## src/rtl/seq_det_pkg.sv

```systemverilog
// Shared constants and helpers for the parametrised sequence detector.
// Optional build macro: SEQ_DET_MASK_EN (adds a per-bit don't-care mask).
package seq_det_pkg;

    localparam int PAT_W_MIN = 2;
    localparam int PAT_W_MAX = 32;
    localparam int CNT_W_MIN = 1;
    localparam int CNT_W_MAX = 32;
    localparam int PAT_W_DEF = 5;
    localparam int CNT_W_DEF = 8;

    typedef enum logic {
        ST_FILL  = 1'b0,
        ST_ARMED = 1'b1
    } det_state_e;

    // Wide enough to hold PAT_W-1 with headroom for the saturating compare.
    function automatic int fill_w(input int pat_w);
        return $clog2(pat_w) + 1;
    endfunction

endpackage

```

## src/rtl/seq_detector_param_sat_counter.sv

```systemverilog
// Saturating up-counter with synchronous clear; holds at all-ones.
import seq_det_pkg::*;

module sat_counter #(
    parameter int W = CNT_W_DEF
) (
    input  logic         clk,
    input  logic         rst_n,
    input  logic         clr,
    input  logic         inc,
    output logic [W-1:0] count
);

    logic [W-1:0] count_q, count_d;

    always_comb begin
        count_d = count_q;
        if (clr) begin
            count_d = '0;
        end else if (inc && (count_q != {W{1'b1}})) begin
            count_d = count_q + W'(1);
        end
    end

    always_ff @(posedge clk or negedge rst_n) begin
        if (!rst_n) begin
            count_q <= '0;
        end else begin
            count_q <= count_d;
        end
    end

    assign count = count_q;

endmodule

```

## src/rtl/seq_detector_param.sv

```systemverilog
// Serial pattern detector: shift history plus live bit against a pattern.
// Build macro SEQ_DET_MASK_EN adds pattern_mask (0 bit = don't care).
import seq_det_pkg::*;

module seq_detector_param #(
    parameter int PAT_W = PAT_W_DEF,
    parameter int CNT_W = CNT_W_DEF
) (
    input  logic             clk,
    input  logic             rst_n,
    input  logic             in_valid,
    input  logic             in_bit,
    input  logic [PAT_W-1:0] pattern,
`ifdef SEQ_DET_MASK_EN
    input  logic [PAT_W-1:0] pattern_mask,
`endif
    input  logic             overlap_en,
    input  logic             clear,
    output logic             match,
    output logic             match_q,
    output logic [CNT_W-1:0] match_count
);

    localparam int FW = fill_w(PAT_W);
    localparam logic [FW-1:0] FILL_MAX = FW'(PAT_W - 1);

    logic [PAT_W-2:0] hist_q, hist_d;
    logic [FW-1:0]    fill_q, fill_d;
    logic             match_reg_q;

    logic [PAT_W-1:0] window;
    logic [PAT_W-1:0] diff;
    logic             accept;
    det_state_e       state;

    assign window = {hist_q, in_bit};
    assign accept = in_valid & ~clear;
    assign state  = (fill_q == FILL_MAX) ? ST_ARMED : ST_FILL;

`ifdef SEQ_DET_MASK_EN
    assign diff = (window ^ pattern) & pattern_mask;
`else
    assign diff = window ^ pattern;
`endif

    assign match = accept & (state == ST_ARMED) & (diff == '0);

    always_comb begin
        hist_d = hist_q;
        fill_d = fill_q;
        if (clear) begin
            hist_d = '0;
            fill_d = '0;
        end else if (in_valid) begin
            hist_d = window[PAT_W-2:0];
            // Non-overlap: stale history is ignored until fully refilled.
            if (match && !overlap_en) begin
                fill_d = '0;
            end else if (fill_q != FILL_MAX) begin
                fill_d = fill_q + FW'(1);
            end
        end
    end

    always_ff @(posedge clk or negedge rst_n) begin
        if (!rst_n) begin
            hist_q      <= '0;
            fill_q      <= '0;
            match_reg_q <= 1'b0;
        end else begin
            hist_q      <= hist_d;
            fill_q      <= fill_d;
            match_reg_q <= match;
        end
    end

    assign match_q = match_reg_q;

    sat_counter #(
        .W (CNT_W)
    ) u_cnt (
        .clk   (clk),
        .rst_n (rst_n),
        .clr   (clear),
        .inc   (match),
        .count (match_count)
    );

endmodule

```

## config.mk

```make
export PLATFORM = sky130hd
export DESIGN_NAME = seq_detector_param
export DESIGN_NICKNAME = d
export VERILOG_FILES = /design/src/rtl/seq_det_pkg.sv /design/src/rtl/seq_detector_param_sat_counter.sv /design/src/rtl/seq_detector_param.sv
export SDC_FILE = /design/constraint.sdc
export NUM_CORES = 1
export LEC_CHECK = 0
export CORE_MARGIN = 4
export CORE_UTILIZATION = 51
export CTS_BUF_LIST = sky130_fd_sc_hd__clkbuf_8
export DETAILED_ROUTE_END_ITERATION = 10
export PLACE_DENSITY_LB_ADDON = 0.25
export SYNTH_ARGS = -nofsm -noshare
export SYNTH_HDL_FRONTEND = slang
export SYNTH_SLANG_ARGS = --single-unit
```

## constraint.sdc

```tcl
create_clock -name clk -period 2.49 [get_ports clk]
set_input_delay 0.6225 -clock clk [delete_from_list [all_inputs] [get_ports clk]]
set_output_delay 0.6225 -clock clk [all_outputs]
set_load 0.05 [all_outputs]
```

Yosys cells after proc, flatten, opt, wreduce, memory -nomap -nowiden. Index checks and enable logic that the tools add are counted.

Memories kept: 0. Bits in registers: 17. Output and inout port bits: 10. Bits in read-only memories: 0. RAM bits: 0. Bits in latches: 0. Logic and storage cells: 31. Input bits: 11.

Reduce and logical (&&, ||, !) cells: 8. $lt $le $gt $ge: 0. Shifts and indexed selects: 0. Multiply operators: 0. Divide/modulo/power cells: 0. Add/subtract/negate cells: 2. Bitwise operators: 5. Multiplexer cells: 9. Eq/ne operators: 3.

Operators by type and width (count): $mux 4 (6); $mux 8 (2); $add 8x1->8 const B (1); $ne 8x8->1 const B (1); $logic_not 5->1 (1); $xor 5x5->5 (1); $add 4x1->4 const B (1); $eq 4x3->1 const B (1); $ne 4x3->1 const B (1); $reduce_bool 2->1 (2); $and 1x1->1 (3); $reduce_bool 3->1 (1); $logic_and 1x1->1 (2); $reduce_and 2->1 (1); $logic_not 1->1 (1); $mux 1 (1); $not 1->1 (1).

Longest topological paths before layout.
Word-level depth: 8. Depth in mapped cells: 8. Mapped depth without buffers: 7.

Hierarchy. A second synthesis with hierarchy kept.

Cell total of the unflattened synthesis: 99. Area total of the unflattened synthesis: 973.4 um^2.

Modules (own cells, without submodules): seq_detector_param (sequential area each 225.2 um^2, area an instance 509.2 um^2, cells each 50, instances 1); sat_counter (sequential area each 200.2 um^2, area an instance 464.2 um^2, cells each 49, instances 1).

Worst setup path before layout. OpenSTA, ideal clock, no wires.

Kind: input port to output port. Start: in clear. End: out match. Buffers on the path: 1. Arrival: 1.625 ns. Stages: 4. Required time: 1.867 ns. Slack: 0.242 ns. Cell sequence: buf_6 -> nand2b_4 -> nor4_4 -> and2_1.

Word-level cells in the longest chain between the ends: 4.

Ends and longest elaborated chain: from (decl) (RTL line seq_detector_param.sv:18) `input logic clear,`; $not 1->1 (RTL line seq_detector_param.sv:37) `assign accept = in_valid & ~clear;`; $and 1x1->1 (RTL line seq_detector_param.sv:37); $and 1x1->1 (2 in series) (RTL line seq_detector_param.sv:46) `assign match = accept & (state == ST_ARMED) & (diff == '0);`; to (decl) (RTL line seq_detector_param.sv:19) `output logic match,`.

Every way passes these cells.

Worst setup path after layout.
Start: in pattern[4]. End: out match.

Word-level cells in the longest chain between the ends: 3.

Ends and longest elaborated chain: from (decl) (RTL line seq_detector_param.sv:13) `input logic [PAT_W-1:0] pattern,`; $xor 5x5->5 (RTL line seq_detector_param.sv:43) `assign diff = window ^ pattern;`; $logic_not 5->1 (RTL line seq_detector_param.sv:46); $and 1x1->1 (RTL line seq_detector_param.sv:46).

Every way passes these cells.

==> flow_metrics.py <==
metrics = {
    "sta": {
        "period_share": 0.9520,
        "max_freq_mhz": 421.9,
        "skew_ns": 0.008003,
        "worst_pin_slew_ns": 0.5371,
        "hold_violations": 0,
        "relSlewSlack": 0.6408,
        "finalMaxSlewViolations": 0,
        "fin_crit_ns": 2.370,
        "hold_ws_ns": 0.5518,
        "rsz0062_at_grt": "false",
        "setup_viol": 0,
    },
    "logic_synthesis": {
        "synth_most_common_cell": "dfrtp_1",
        "avgSynthCellArea_um2": 9.958,
        "yosysUniqueCellTypes": 34,
        "synthTopCellsByArea": "dfrtp_1, xor2_1, mux2i_1",
        "synthCells": 97,
        "ys_ff_latch": 17,
        "synth_area_leader_cell": "dfrtp_1",
        "synthFlopType": "dfrtp_1",
        "async_flop_share": 1.000,
        "netlist_area_um2": 965.9,
        "ys_seq_area_frac": 0.4404,
        "synth-edff-count": 0,
        "synth_top_area_share": 0.4404,
        "synthTopCellsByCount": "dfrtp_1, nor2_1, a21oi_1, xor2_1",
        "synth_fp_nets": 111,
        "yosys_warnings": 0,
    },
    "route": {
        "wl_per_cell_um": 13.76,
        "drtIter0Drc": 23,
        "postRouteAntennaNets": 0,
        "drc": 0,
        "totalWireLength_um": 2050,
        "firstDrtPassIters": 6,
        "vias_per_cell": 5.483,
        "vias": 817,
    },
    "power": {
        "leakagePower_uw": 0.0005982,
        "p_per_area_nw_per_um2": 428.0,
        "peakVddDrop_mv": 0.2646,
    },
    "die": {
        "core_um2": 1764,
        "start_util": 0.5475,
        "die_width_um": 51.52,
        "die-area_um2": 2654,
        "io_pins": 21,
        "die_y_um": 51.52,
        "rows": 15,
    },
    "placed_design": {
        "post_dp_cell_area_um2": 1225,
        "place.gp.congestion": 0.8154,
        "io_buffers": 20,
        "place_hpwl_um": 1523,
    },
    "grt": {
        "grt_pass1_wl_um": 3298,
        "grt_util_all_layers": 0.1686,
        "grt_max_degree": 18,
        "overflow": 0,
        "grt_pass1_vias": 712,
        "antenna_found_initial": 0,
    },
    "setup_path": {
        "crit_type": "in -> out",
        "crit_buf_inv": 2,
        "worst_path_max_delay_cell": "clkdlybuf4s50_1",
        "cpPeakStageDelay_ns": 0.42,
        "critPathArrivalTime_ns": 1.75,
        "cp_data_required_time_ns": 1.87,
        "crit_start": "pattern[4]",
        "cp-start-kind": "input port",
        "worstReg2RegStart": "fill_q[0]",
        "crit_fanout": 2,
        "cp_top_family": "buffers and inverters",
        "worstPathCellList": "clkdlybuf4s50_1 -> xor2_1 -> nor3_2 -> and2_4 -> buf_12",
        "crit_path_end_kind": "primary output",
    },
    "final_layout": {
        "area_growth_syn_to_layout_pct": 35.10,
        "fillCellCount": 138,
        "drive_above_1_share": 0.1532,
        "multi_input_area_um2": 515.5,
        "final-seq-area_um2": 425.4,
        "antenna-diode-count": 0,
        "fin_area_um2": 1305,
        "fin_nets": 139,
    },
    "clocking": {
        "clk_latency_ns": 0.25,
        "postCtsHoldBufs": 0,
        "tritoncts": "yes",
        "path_clk_slew_ns": 0.07,
        "clockBufferDepth": 2,
        "clock-sinks": 17,
        "cts_made_buffers": 3,
        "cts_max_level": 1,
        "cts_root_buffer": "clkbuf_8",
    },
    "outcome": {
        "outcome": "complete, no violations",
    },
    "hold_path": {
        "min_from": "fill_q[1]",
        "min-delay-path-class": "reg -> reg",
    },
    "flow_run": {
        "maxCapViolCount": 0,
    },
}
==> worst paths after layout <==
path / to / slack, ns / cells after the start
worst max register to register: u_cnt.count[3] / 0.41 / 8
worst max-delay path: match / 0.12 / 5
worst min register to register: fill_q[1] / 0.55 / 2
min in group asynchronous: fill_q[2] / 0.69 / 2
worst min-delay path: fill_q[1] / 0.55 / 2
max in group asynchronous: u_cnt.count[0] / 1.60 / 2
==> cell families after synthesis <==
group                      after synthesis  share of synthesized area
AOI/OAI and AO/OA                       21                     0.1412
xor gates and xnor gates                 6                    0.05440
adders and majority gates                3                    0.03886
buffers and inverters                    8                    0.04403
DFF                                     17                     0.4404
muxes                                    5                    0.05182
and+or+nand+nor                         37                     0.2293
==> cell type report <==
| type | instances | share of cell area |
|---|---|---|
| Clock buffer | 3 | 0.03164 |
| Inverter | 4 | 0.01151 |
| Tap cell | 25 | 0.02397 |
| Multi-Input combinational cell | 72 | 0.3950 |
| Sequential cell | 17 | 0.3260 |
| Clock inverter | 1 | 0.002876 |
| Timing Repair Buffer | 27 | 0.2090 |
==> per-layer routing <==
metal | global-route usage | vias up | share of wire | wire [um]
li1 | - | 400 | - | -
met1 | 0.2183 | 383 | 0.44 | 910
met2 | 0.2712 | 32 | 0.47 | 973
met3 | 0.03152 | 2 | 0.072 | 148
met4 | 0.07860 | 0 | 0.0083 | 17
met5 | 0 | - | 0 | 0
==> layout by cell type (no fill, tap or decap) <==
cell              n
and2_1            1
a21o_1            1
nand2b_4          1
a31oi_1           1
nand3b_2          1
a32oi_1           1
nor4_4            1
and2_4            1
clkbuf_8          3
or3_1             2
nand3_1           5
buf_12            1
clkdlybuf4s50_1  15
ha_1              3
buf_4             7
nor4_1            1
xor2_2            2
nor2_1           11
nor3_2            1
o31ai_1           3
and4_1            1
o21ba_2           1
nand4_1           1
a21boi_0          1
nor2b_1           3
xor2_1            4
or4_1             2
inv_1             5
dfrtp_1          17
o22ai_1           1
o21ai_0           4
dlymetal6s2s_1    4
a311oi_1          1
a21oi_1           6
o31a_1            1
nand2_1           5
mux2i_1           5
==> worst reg2reg max path, stage by stage (launching register included) <==
cell      delay (ns)
dfrtp_1         0.43
inv_1           0.10
ha_1            0.16
nand3b_2        0.16
nor3_2          0.26
nand3_1         0.19
buf_4           0.21
or3_1           0.34
a21oi_1         0.14
==> sequential cells by signal, summed over array words and instances, names as in the netlist <==
register,count
fill_q,4
u_cnt.count,8
match_q,1
hist_q,4
==> what timing repair did <==
item / CTS / global route
gates resized for setup: 1 / 6
pin swaps: 0 / 2
endpoints found under the setup margin: 1 / 1
buffers inserted: 0 / 1
gates cloned: 0 / 0
==> per-stage QoR <==
stage / worst slack [ns] / total power [uW] / TNS (ns) / util / cells
after floorplan: 0.2421 / 333.6 / 0 / - / 97
after global placement: -0.02825 / 362.1 / -0.02825 / 0.6943 / 144
after detailed placement: -0.02555 / 364.6 / -0.02555 / 0.6943 / 144
after CTS: 0.01521 / 563.3 / 0 / 0.7213 / 148
after global routing: 0.04713 / 591.9 / 0 / 0.7397 / 149
final: 0.1196 / 558.5 / 0 / 0.7397 / 149
==> power by group <==
part	internal [uW]	leakage [uW]	switching, uW	total [uW]
clock network	109	0.0000269	89.3	198
logic	34.7	0.000336	35.0	69.6
registers	283	0.000235	7.65	290
total	427	0.000598	132	559
Note: power is estimated with default switching activity, not from simulation.
